$ cat config.mk
export PLATFORM = sky130hd
export DESIGN_NAME = force_release_driver
export DESIGN_NICKNAME = d
export VERILOG_FILES = /design/src/rtl/force_release_driver.sv
export SDC_FILE = /design/constraint.sdc
export NUM_CORES = 1
export LEC_CHECK = 0
export CAP_MARGIN = 20
export CORE_ASPECT_RATIO = 0.5
export CORE_UTILIZATION = 56
export CTS_CLUSTER_DIAMETER = 50
export DETAILED_ROUTE_END_ITERATION = 10
export DONT_BUFFER_PORTS = 1
export HOLD_SLACK_MARGIN = 0.15
export PLACE_DENSITY = 0.83
export SLEW_MARGIN = 40
export SYNTH_ARGS = -nofsm -noshare
export SYNTH_HDL_FRONTEND = slang
export SYNTH_SLANG_ARGS = --single-unit
$ cat constraint.sdc
create_clock -name clk -period 1.6 [get_ports clk]
set_clock_uncertainty 0.05 [all_clocks]
set_input_delay 0.08 -clock clk [delete_from_list [all_inputs] [get_ports clk]]
set_output_delay 0.08 -clock clk [all_outputs]
set_load 0.05 [all_outputs]
$ cat src/rtl/force_release_driver.sv
// Table-sequenced stimulus driver with a synthesizable force/release override on its output.
// Define FORCE_TIMEOUT_EN to build an auto-release counter for the override.
module force_release_driver #(
    parameter int unsigned WIDTH         = 4,
    parameter int unsigned DEPTH         = 8,
    parameter int unsigned HOLD_CYCLES   = 5,
    parameter int unsigned FORCE_TIMEOUT = 9
) (
    input  logic                     clk,
    input  logic                     rst,
    input  logic                     load_en,
    input  logic [$clog2(DEPTH)-1:0] load_addr,
    input  logic [WIDTH-1:0]         load_data,
    input  logic                     start,
    input  logic                     force_req,
    input  logic [WIDTH-1:0]         force_val,
    input  logic                     release_req,
    output logic [WIDTH-1:0]         out_val,
    output logic                     forced,
    output logic                     busy,
    output logic                     done
);

    localparam int unsigned AW = $clog2(DEPTH);
    localparam int unsigned HW = (HOLD_CYCLES > 1) ? $clog2(HOLD_CYCLES) : 1;
    localparam logic [AW-1:0] IdxLast  = AW'(DEPTH - 1);
    localparam logic [HW-1:0] HoldLast = HW'(HOLD_CYCLES - 1);

    if (DEPTH < 2 || (DEPTH & (DEPTH - 1)) != 0 || HOLD_CYCLES < 1 || FORCE_TIMEOUT < 1)
    begin : g_bad_params
        $error("force_release_driver: illegal parameter combination");
    end

    typedef enum logic [1:0] {
        StIdle,
        StRun,
        StDone
    } state_e;

    state_e             state_q, state_d;
    logic [AW-1:0]      idx_q, idx_d;
    logic [AW-1:0]      idx_nxt;
    logic [HW-1:0]      hold_q, hold_d;
    logic [WIDTH-1:0]   live_q, live_d;
    logic [WIDTH-1:0]   force_reg_q, force_reg_d;
    logic               forced_q, forced_d;
    logic               busy_q, busy_d;
    logic               done_q, done_d;
    logic [WIDTH-1:0]   out_q, out_d;
    logic               accept_cmd;
    logic               tmo_expired;

    logic [WIDTH-1:0]   table_q [DEPTH];

`ifdef FORCE_TIMEOUT_EN
    localparam int unsigned TW = (FORCE_TIMEOUT > 1) ? $clog2(FORCE_TIMEOUT) : 1;
    localparam logic [TW-1:0] TmoLast = TW'(FORCE_TIMEOUT - 1);

    logic [TW-1:0] tmo_q;

    // Counts cycles since the last accepted force; saturates at the expiry value.
    always_ff @(posedge clk or posedge rst) begin
        if (rst) begin
            tmo_q <= '0;
        end else if (force_req && !release_req) begin
            tmo_q <= '0;
        end else if (forced_q && tmo_q != TmoLast) begin
            tmo_q <= tmo_q + 1'b1;
        end
    end

    assign tmo_expired = forced_q && (tmo_q == TmoLast);
`else
    assign tmo_expired = 1'b0;
`endif

    assign idx_nxt = idx_q + 1'b1;

    always_comb begin
        state_d    = state_q;
        idx_d      = idx_q;
        hold_d     = hold_q;
        live_d     = live_q;
        busy_d     = busy_q;
        done_d     = 1'b0;
        accept_cmd = (state_q != StRun);

        unique case (state_q)
            StIdle, StDone: begin
                if (start) begin
                    state_d = StRun;
                    idx_d   = '0;
                    hold_d  = '0;
                    live_d  = table_q[0];
                    busy_d  = 1'b1;
                end
            end
            StRun: begin
                if (hold_q == HoldLast) begin
                    hold_d = '0;
                    if (idx_q == IdxLast) begin
                        state_d = StDone;
                        busy_d  = 1'b0;
                        done_d  = 1'b1;
                    end else begin
                        idx_d  = idx_nxt;
                        live_d = table_q[idx_nxt];
                    end
                end else begin
                    hold_d = hold_q + 1'b1;
                end
            end
            default: begin
                state_d = StIdle;
                busy_d  = 1'b0;
            end
        endcase
    end

    // Override path: release beats a simultaneous force, which leaves force_reg untouched.
    always_comb begin
        forced_d    = forced_q;
        force_reg_d = force_reg_q;
        if (release_req) begin
            forced_d = 1'b0;
        end else if (force_req) begin
            forced_d    = 1'b1;
            force_reg_d = force_val;
        end else if (tmo_expired) begin
            forced_d = 1'b0;
        end
        out_d = forced_d ? force_reg_d : live_d;
    end

    always_ff @(posedge clk or posedge rst) begin
        if (rst) begin
            state_q     <= StIdle;
            idx_q       <= '0;
            hold_q      <= '0;
            live_q      <= '0;
            force_reg_q <= '0;
            forced_q    <= 1'b0;
            busy_q      <= 1'b0;
            done_q      <= 1'b0;
            out_q       <= '0;
        end else begin
            state_q     <= state_d;
            idx_q       <= idx_d;
            hold_q      <= hold_d;
            live_q      <= live_d;
            force_reg_q <= force_reg_d;
            forced_q    <= forced_d;
            busy_q      <= busy_d;
            done_q      <= done_d;
            out_q       <= out_d;
        end
    end

    // Table storage is deliberately left unreset; writes are dropped while a sequence runs.
    always_ff @(posedge clk) begin
        if (load_en && accept_cmd) begin
            table_q[load_addr] <= load_data;
        end
    end

    assign out_val = out_q;
    assign forced  = forced_q;
    assign busy    = busy_q;
    assign done    = done_q;

endmodule

### After elaboration in Yosys (flattened, before gate mapping)

Memory sizes are Yosys's and may differ from the RTL's.
Index checks and enable logic that the tools add are counted.
W data, S select, Z words.

* memory bits (writable): 32
* logic and storage cells: 56
* input port bits: 17
* register bits after elaboration: 23
* memories: 1

Memory list
* table_q: depth 8, bits a word 4, read ports 2, clocked after memory_dff 0, wr ports 1, RTL line 53 `logic [WIDTH-1:0] table_q [DEPTH];`

* multiplexer cells: 28
* reductions and logical operators: 7
* equal/unequal tests: 9
* add/subtract/negate cells: 2

Operators with widths (number)
* $mux W4: 6
* $mux W3: 4
* $pmux W3 S2: 2
* $mux W1: 10
* $ne A2 B2 Y1 const B: 4
* $pmux W4 S2: 1
* $add A3 B1 Y3 const B: 2
* $eq A3 B3 Y1 const B: 2
* $mux W2: 3
* $pmux W2 S2: 1
* $reduce_and A4 Y1: 1
* $reduce_and A3 Y1: 1
* $eq A2 B1 Y1 const B: 1
* $eq A2 B2 Y1 const B: 1
* $logic_not A2 Y1: 1
* $ne A2 B1 Y1 const B: 1
* $pmux W1 S2: 1
* $reduce_and A2 Y1: 1
* $reduce_bool A2 Y1: 1
* $reduce_or A2 Y1: 1
* $logic_and A1 B1 Y1: 1

### Logic depth before layout (Yosys ltp)

Gate-level depths: netlist (run 1).
An unclocked memory read counts as a cell.

* depth after elaboration: 6
* mapped depth: 7

### Worst setup path after synthesis (run 1)

Ideal clock, no wire load.

* path type: register -> register
* start point: register idx_q[0]
* end point: register out_q[0] (netlist: out_val[0])
* path buffers: 0
* clock period less this slack: 1.621 ns
* path slack: -0.021 ns
* cell stages (with the launch flop): 7
* data arrival time: 1.489 ns
* cells stage by stage: dfrtp_1 -> ha_1 -> ha_1 -> and2_1 -> a22oi_1 -> nand3_2 -> a31oi_1

* cells in the longest elaborated chain, start to end: 6
* elaborated cells on any way between the ends: 7

Ends and longest elaborated chain
* start, declared: RTL line 41 `logic [AW-1:0] idx_q, idx_d;`
* start signal, assigned: RTL line 148 `idx_q <= idx_d;`
* $add A3 B1 Y3: RTL line 77 `assign idx_nxt = idx_q + 1'b1;`
* $mem_v2 Z8 W4
* $mux W4 (*): RTL line 101 `if (idx_q == IdxLast) begin`
* $mux W4 (*): RTL line 99 `if (hold_q == HoldLast) begin`
* $pmux W4 S2 (*): RTL line 88 `unique case (state_q)`
* $mux W4 (*): RTL line 132 `out_d = forced_d ? force_reg_d : live_d;`
* named net out_d[0]: RTL line 49 `logic [WIDTH-1:0] out_q, out_d;`
* end signal, assigned: RTL line 155 `out_q <= out_d;`
* end, declared: RTL line 49

Mark *: on every way through the listed nets, which the timed path passes. The rest lies on a longest branch.
A chain may end at the register's enable or synchronous reset.

### Worst setup path in the final report (run 1)

* start point: register idx_q[1]
* end point: register out_q[0] (netlist: out_val[0])

Same word-level chain as after synthesis.

==> results of run 1 <==
## kinds of logic after synthesis
kind of cell | share of synthesized area (%)
AND/OR/NAND/NOR | 12.43
flip-flops | 64.39
AO/OA/AOI/OAI | 8.390
multiplexers | 9.491
buffers and inverters | 3.199
adder cells (fa/ha/maj) | 2.098
## per-layer routing
metal	track usage [%]	vias up	share of wire [%]
met5	0	-	0
met3	4.829	8	4.6
met2	36.23	52	50
met4	9.231	0	1.4
met1	28.09	772	44
li1	-	714	-
## flip-flops by register name, summed over array words and instances (netlist names)
| register | count |
|---|---|
| idx_q | 3 |
| busy | 1 |
| out_val | 4 |
| forced | 1 |
| live_q | 4 |
| done | 1 |
| hold_q | 3 |
| state_q | 2 |
| table_q | 32 |
| force_reg_q | 4 |
## layout by cell type, fill, tap and decap left out, drive strengths merged
| master | count |
|---|---|
| mux2i | 17 |
| a31oi | 4 |
| nor3 | 3 |
| nand3 | 6 |
| or2b | 1 |
| o21ai | 6 |
| and2b | 1 |
| dlygate4sd3 | 19 |
| mux2 | 5 |
| bufinv | 1 |
| a2bb2oi | 4 |
| and2 | 2 |
| o21bai | 1 |
| clkbuf | 5 |
| a211oi | 1 |
| nor2 | 15 |
| a21o | 1 |
| nand2 | 18 |
| nor3b | 1 |
| dfrtp | 23 |
| nand3b | 2 |
| ha | 4 |
| nor2b | 3 |
| nand2b | 4 |
| o22ai | 1 |
| edfxtp | 32 |
| clkinvlp | 1 |
| buf | 19 |
| a22oi | 8 |
| o31ai | 2 |
| inv | 5 |
## layout make-up
class | count | share of cell area [%]
clock inverter | 2 | 1.255
sequential | 55 | 51.38
multi-input combinational | 110 | 30.54
clock buffer | 5 | 2.301
tap | 54 | 2.259
timing repair buffer | 38 | 11.63
inverter | 5 | 0.6276
## report_power, final
group	switching [mW]	internal (mW)	total, mW
clock	0.424	0.457	0.881
sequential	0.294	1.71	2.00
combinational	0.978	0.866	1.84
## how the worst min path moves through the flow
stage,startpoint,end,cells after the start
global route,load_en,table_q[7][0]$_DFFE_PP_,2
floorplan,rst,busy$_DFFE_PP0P_,1
finish,load_en,table_q[4][3]$_DFFE_PP_,2
global placement,rst,force_reg_q[2]$_DFF_PP0_,2
detailed placement,rst,out_val[1]$_DFF_PP0_,2
CTS,load_en,table_q[3][3]$_DFFE_PP_,2
## metrics by stage
| step | area, um2 | setup WS [ps] | util [%] |
|---|---|---|---|
| after CTS | 2841 | -53.21 | 71.33 |
| after global placement | 2506 | 7.456 | 62.91 |
| after detailed placement | 2506 | -89.38 | 62.91 |
| final | 2990 | -166.7 | 75.06 |
| after global routing | 2990 | -219.3 | 75.06 |
| after floorplan | 2399 | 31.46 | - |
## timing repair
item / in CTS / in global routing
pin swaps: 4 / 9
cloned: 0 / 0
endpoints found under the hold margin: 105 / 0
setup buffers: 2 / 4
hold buffers: 19 / 0
gates resized for setup: 7 / 25
endpoints found under the setup margin: 9 / 15
==> results summary, run 1 <==
The run finished, with violations left. The checks that failed: negative setup slack. The total CTS buffers is 5.

The die boundary width came out at about 94 um. In this run the critical register-to-register path is launched from idx_q[1]$_DFFE_PP0P_. The CTS clock-pin slew for the worst setup and hold paths is 90 ps.

STA classifies the critical path endpoint as a flip-flop. The number of buffers and inverters on the critical path came out at 1. The endpoint identified for the worst register-to-register timing path is out_val[0]$_DFF_PP0_. The number of cells in the finished layout apart from fillers is 269.

The most used flip-flop cell after synthesis is edfxtp_1. The number of nets in the layout is between 200 and 250. The placed instance count is 237.

In this run the tightest slew margin relative to its limit is 57.68%. The largest net degree at the start of global routing is 24. TritonCTS built the clock tree. The area share of the largest cell type after synthesis is 40.27%. The via count of the first global-routing pass came out at around 1400.

In this run the remaining antenna-violating nets after routing total 0. The maximum clock frequency is 566.0 MHz. The growth of design area from synthesis to finish is 25.33%. The number of antenna violations at the first check in global routing is 0.

The die area came out at 4542 um2. The critical path starts at idx_q[1]$_DFFE_PP0P_. The average instance in the mapped netlist occupies 13.63 um2. The vias per cell is 5.747. The launching element type of the critical path is a flip-flop. The final setup TNS came out at -624.2 ps. The core footprint came out at 3984 um2. The leading area contributor after synthesis is edfxtp_1. After the first detailed-routing iteration, the DRC count stood at 78. The synthesized design contains 32 enable-type register cells. The slew at the pin with the worst max-slew slack came out at 633.5 ps. The first global-routing pass estimated 6782 um of wire. The number of buffer cells added on primary ports is 0.

The sequential area share after synthesis is 64.39%. The max capacitance violation total came out at 0. The kind of critical path is flip-flop to flip-flop. Among cell families on the critical path, the largest total delay comes from flip-flops. Sorting the synthesized cells by area gives the leading types as edfxtp_1 40%, dfrtp_1 24%, mux2i_1 7.1%. For the worst flop-to-flop path, the logic depth is 6. The initialized floorplan defines 16 standard-cell rows. The number of remaining DRC errors is 0.

The clock latency reported for the late side of the worst-skew pair is 310 ps. The max-slew violation count came out at 0. When the netlist entered floorplanning its net count stood at 196. The worst hold path class is primary input to flip-flop. The number of hold violations in the final report came to 0. The combined flip-flop and latch cell area came out at 1536 um2.

The final worst-path cycle share is 110.4%. The total of fill cells in the finished design is 235. Synthesis inferred 55 register bits. After detailed routing, the total wire length is just under 5000 um. The final hold slack came out at 162.4 ps.

The all-layer global routing usage came out at 21.43%. The critical path crosses 6 cells after its start point. The minimum setup slack in the final design is -166.7 ps. The multi-input combinational cells in the finished layout cover a total of a little over 900 um2. IR analysis of the VDD net gives a maximum drop of 0.6117 mV. The HPWL after detailed placement is approximately 3000 um. The count of distinct cell types in the synthesized netlist is 33.

The die outline height came out at roughly 48 um. CTS built an H-tree with a depth of 2. The leakage power is 1.161 nW.

For this configuration, the core starts out at a cell density of between 50 and 60%. The highest net fanout along the worst path came out at 5. Following the worst setup path forward leads to its endpoint at out_val[0]$_DFF_PP0_.

The critical path goes through ha_2 > ha_4 > nor3_4 > buf_4 > a2bb2oi_2 > a31oi_1. The total number of clock tree sinks is 55. The overall power is 4.729 mW. The total grt overflow came out at 0. The number of detailed-route iterations in the first pass came out at 4. The minimum clock period after layout came out at around 1800 ps. The clock passes through at most 2 buffers.

Cells with a size suffix above 1 make up around 28% of the layout. After detailed routing, the average wire length per cell comes to 18.40 um. The routed via count is 1546.

After synthesis, the share of flip-flops with an asynchronous set or reset is a little over two fifths. edfxtp_1 is the most common cell in the netlist. The number of placed I/O pins is 24.

Data on the critical path arrives at its endpoint at 1900 ps. The post-synthesis instance total is between 150 and 200. For this run, the slowest stage of the critical path takes 390 ps. For the worst setup path, the data required time is 1730 ps. The ratio of total power to cell area is 1581 nW/um2. The worst-path cell with the longest stage delay is dfrtp_1.

The Yosys warning count is 0. 0 antenna diodes ended up in the layout. By count the netlist is led by 32 x edfxtp_1, 23 x dfrtp_1, 18 x nand2_1, 17 x mux2i_1, 15 x nor2_1. Setup repair after global routing could not meet its margin everywhere. The CTS root buffer is clkbuf_8. The final number of setup-violating endpoints came out at 9. The global placer's final weighted congestion is between 0.8 and 0.9. The worst register-to-register path has a setup slack of -170 ps. The mapped cell area is ~2400 um2.
No activity file was read; power rests on OpenSTA's default activity.
==> run 2, diff against run 1 <==
--- a/config.mk
+++ b/config.mk
@@ -5,14 +5,15 @@
 export SDC_FILE = /design/constraint.sdc
 export NUM_CORES = 1
 export LEC_CHECK = 0
+export BUFFER_PORTS_ARGS = -buffer_cell sky130_fd_sc_hd__clkbuf_2
 export CAP_MARGIN = 20
 export CORE_ASPECT_RATIO = 0.5
-export CORE_UTILIZATION = 56
+export CORE_UTILIZATION = 40
 export CTS_CLUSTER_DIAMETER = 50
 export DETAILED_ROUTE_END_ITERATION = 10
-export DONT_BUFFER_PORTS = 1
 export HOLD_SLACK_MARGIN = 0.15
-export PLACE_DENSITY = 0.83
+export PLACE_DENSITY = 0.69
+export REMOVE_ABC_BUFFERS = 1
 export SLEW_MARGIN = 40
 export SYNTH_ARGS = -nofsm -noshare
 export SYNTH_HDL_FRONTEND = slang
==> run 2 against run 1 <==
The flow finishes with violations (design-rule violations, negative setup slack). Combinational power about the same. Global-route usage decreased by 6.2 points. Wire length decreased by 12%. First-iteration DRC count decreased by 9.0%. Highest routed layer unchanged.
==> results summary, run 2 (synthesis gave the netlist of run 1 again) <==
The flow ran to the end, but the final reports show violations. The checks that failed: design-rule violations, negative setup slack. The highest net fanout along the worst path is 7 (+2). The area occupied by multi-input gates is 897.1 um2 (-1.8%). The number of antenna violations at the first check in global routing is 0 (unchanged). The total grt overflow is 0 (unchanged).

The number of flip-flops in the largest register came out at 32 (unchanged). The slew at the pin with the worst max-slew slack came out at 502.3 ps (-131.2 ps). The minimum setup slack in the final design was -28.97 ps (+137.7 ps). The area of placed instances was 2648 um2 (+5.6%). The ratio of total power to cell area came out at 1586 nW/um2 (+0.29%). The CTS clock-pin slew for the worst setup and hold paths was 70 ps (-20 ps). The capturing element type of the critical path is a flip-flop.

The number of routed nets with antenna violations came out at 0 (unchanged). The maximum clock frequency came to 613.9 MHz (+8.5%). The standard-cell row count is 19 (+3). The max capacitance violation total came out at 0 (unchanged). The diode insertion count for antenna repair is 0 (unchanged).

The worst setup slack for register-to-register paths is -30 ps (+140 ps). The number of remaining DRC errors came out at 4 (+4). The vias per cell is 4.944 (-14%). Setup repair after global routing could not meet its margin everywhere. The library cell used most frequently in the layout, excluding fill and tap cells, is edfxtp_1.

The maximum buffer depth of the clock tree is 2 (unchanged). The global-route wire length before repair came out at 7134 um (+5.2%). The headroom to the max-slew limit came out at 66.44% (+8.8 points). The maximum vdd drop came out at 0.7043 mV (+15%).

The total of fill cells in the finished design is 457 (+94%). The clock latency reported for the late side of the worst-skew pair was 290 ps (-20 ps). More flip-flops sit in one register than any other, and that register is table_q. In this run the worst hold path is classified as primary input to flip-flop. The via count of the first global-routing pass was 1513 (+8.0%).

The CTS root buffer is clkbuf_16. The total number of clock tree sinks came out at 55 (unchanged). The number of nets in the layout came out at 250 (+5.9%).

The number of placed I/O pins came to 24 (unchanged). The violation count after the first detailed-route iteration came to 71 (-9.0%). The combined flip-flop and latch cell area was 1536 um2 (unchanged).

The die boundary width is 111.2 um (+18%). The die area is 6297 um2 (+39%). The library cells used most frequently in the layout, excluding fill and tap cells, are 32 x edfxtp_1, 23 x dfrtp_1, 23 x clkbuf_2. The all-layer global routing usage came to 15.26% (-6.2 points).

The final worst-path cycle share is 101.8% (-8.6 points). The detail-routed net length per standard cell is 14.40 um (-22%). The launching element type of the critical path is a flip-flop. The number of detailed-route iterations in the first pass was 7 (+3). The data required time of the critical path came out at 1750 ps (+20 ps). The final number of setup-violating endpoints was 1 (-8). The leakage power came to 1.240 nW (+6.8%). The overall power is 4.895 mW (+3.5%).

The minimum clock period after layout is 1629 ps (-137.7 ps). The CTS tree is done. The die outline height is 56.62 um (+18%).

The global placer's final weighted congestion came to 0.7571 (-8.5%). The max-slew violation count came out at 0 (unchanged). The length in cells of the worst reg-to-reg path is 7 (+1).

The cell count of the worst hold path came out at 4 (+2). The share of final-layout standard cells stronger than drive strength 1 is 36.52% (+8.6 points). The largest net degree at the start of global routing is 24 (unchanged).

The total CTS buffers came out at 5 (unchanged). The final hold slack came out at 145.8 ps (-16.63 ps). The final instance area came out at 3087 um2 (+3.2%). From synthesis to final layout, the design area changed by 29.37%. The critical path in this run is classified as flip-flop to flip-flop.

The H-tree depth reported by CTS came out at 2 (unchanged). The total routed wirelength is 4363 um (-12%). The initial core utilization came out at 42.53% (-17 points). The placed wire-length estimate is 3027 um (+1.5%). The number of buffer cells added on primary ports was 23 (+23). The core footprint is 5610 um2 (+41%). The number of hold violations in the final report is 0 (unchanged). The data arrival time of the critical path is 1780 ps (-120 ps). The routed via count is 1498 (-3.1%).
-- run 2: timing repair --
| item | CTS | global route |
|---|---|---|
| hold endpoints to repair | 64 | 0 |
| endpoints found under the setup margin | 11 | 29 |
| hold buffers | 11 | 0 |
| pin swaps | 3 | 8 |
| buffers inserted | 2 | 1 |
| cloned | 0 | 0 |
| resized for setup | 12 | 17 |
-- run 2: report_power, final --
group	leakage (nW)	internal [mW]	switching, mW	total (mW)
clock	0.0804	0.743	0.482	1.23
combinational	0.596	0.796	1.05	1.85
sequential	0.564	1.71	0.109	1.82
-- run 2: worst max-delay path, stage by stage, from the launching register on --
cell and delay, ps:
dfrtp_1 390, ha_2 200, ha_4 170, nor3_4 180, buf_6 170, buf_6 100
nand3_2 80, a31oi_1 210
-- run 2: layout make-up --
class                           instances  share of cell area [%]
Tap cell                               73                   2.959
Sequential cell                        55                   49.78
Inverter                                5                  0.6080
Clock inverter                          3                   1.500
Multi-Input combinational cell        110                   29.06
Clock buffer                            5                   4.054
Timing Repair Buffer                   52                   12.04
-- run 2: per-layer routing --
layer	wire length, um	track usage [%]
met1	1902	19.07
met2	2148	25.09
met4	80	6.950
met5	0	0
met3	231	4.212
-- run 2: worst paths after layout --
kind,startpoint,endpoint
min in group asynchronous,rst,busy$_DFFE_PP0P_
max in group asynchronous,rst,live_q[2]$_DFF_PP0_
worst min register to register,force_reg_q[1]$_DFF_PP0_,force_reg_q[1]$_DFF_PP0_
worst min-delay path,release_req,forced$_DFF_PP0_
worst max-delay path,idx_q[1]$_DFFE_PP0P_,out_val[2]$_DFF_PP0_
worst max register to register,idx_q[1]$_DFFE_PP0P_,out_val[2]$_DFF_PP0_
-- run 2: stage by stage --
stage	util, %	instances	setup slack [ps]	setup TNS, ps
floorplan	-	170	-549.2	-5393
global placement	47.19	281	-85.90	-445.1
detailed placement	47.19	281	-115.9	-781.4
CTS	53.48	302	3.020	0
global route	55.02	303	-102.4	-169.9
finish	55.02	303	-28.97	-28.97
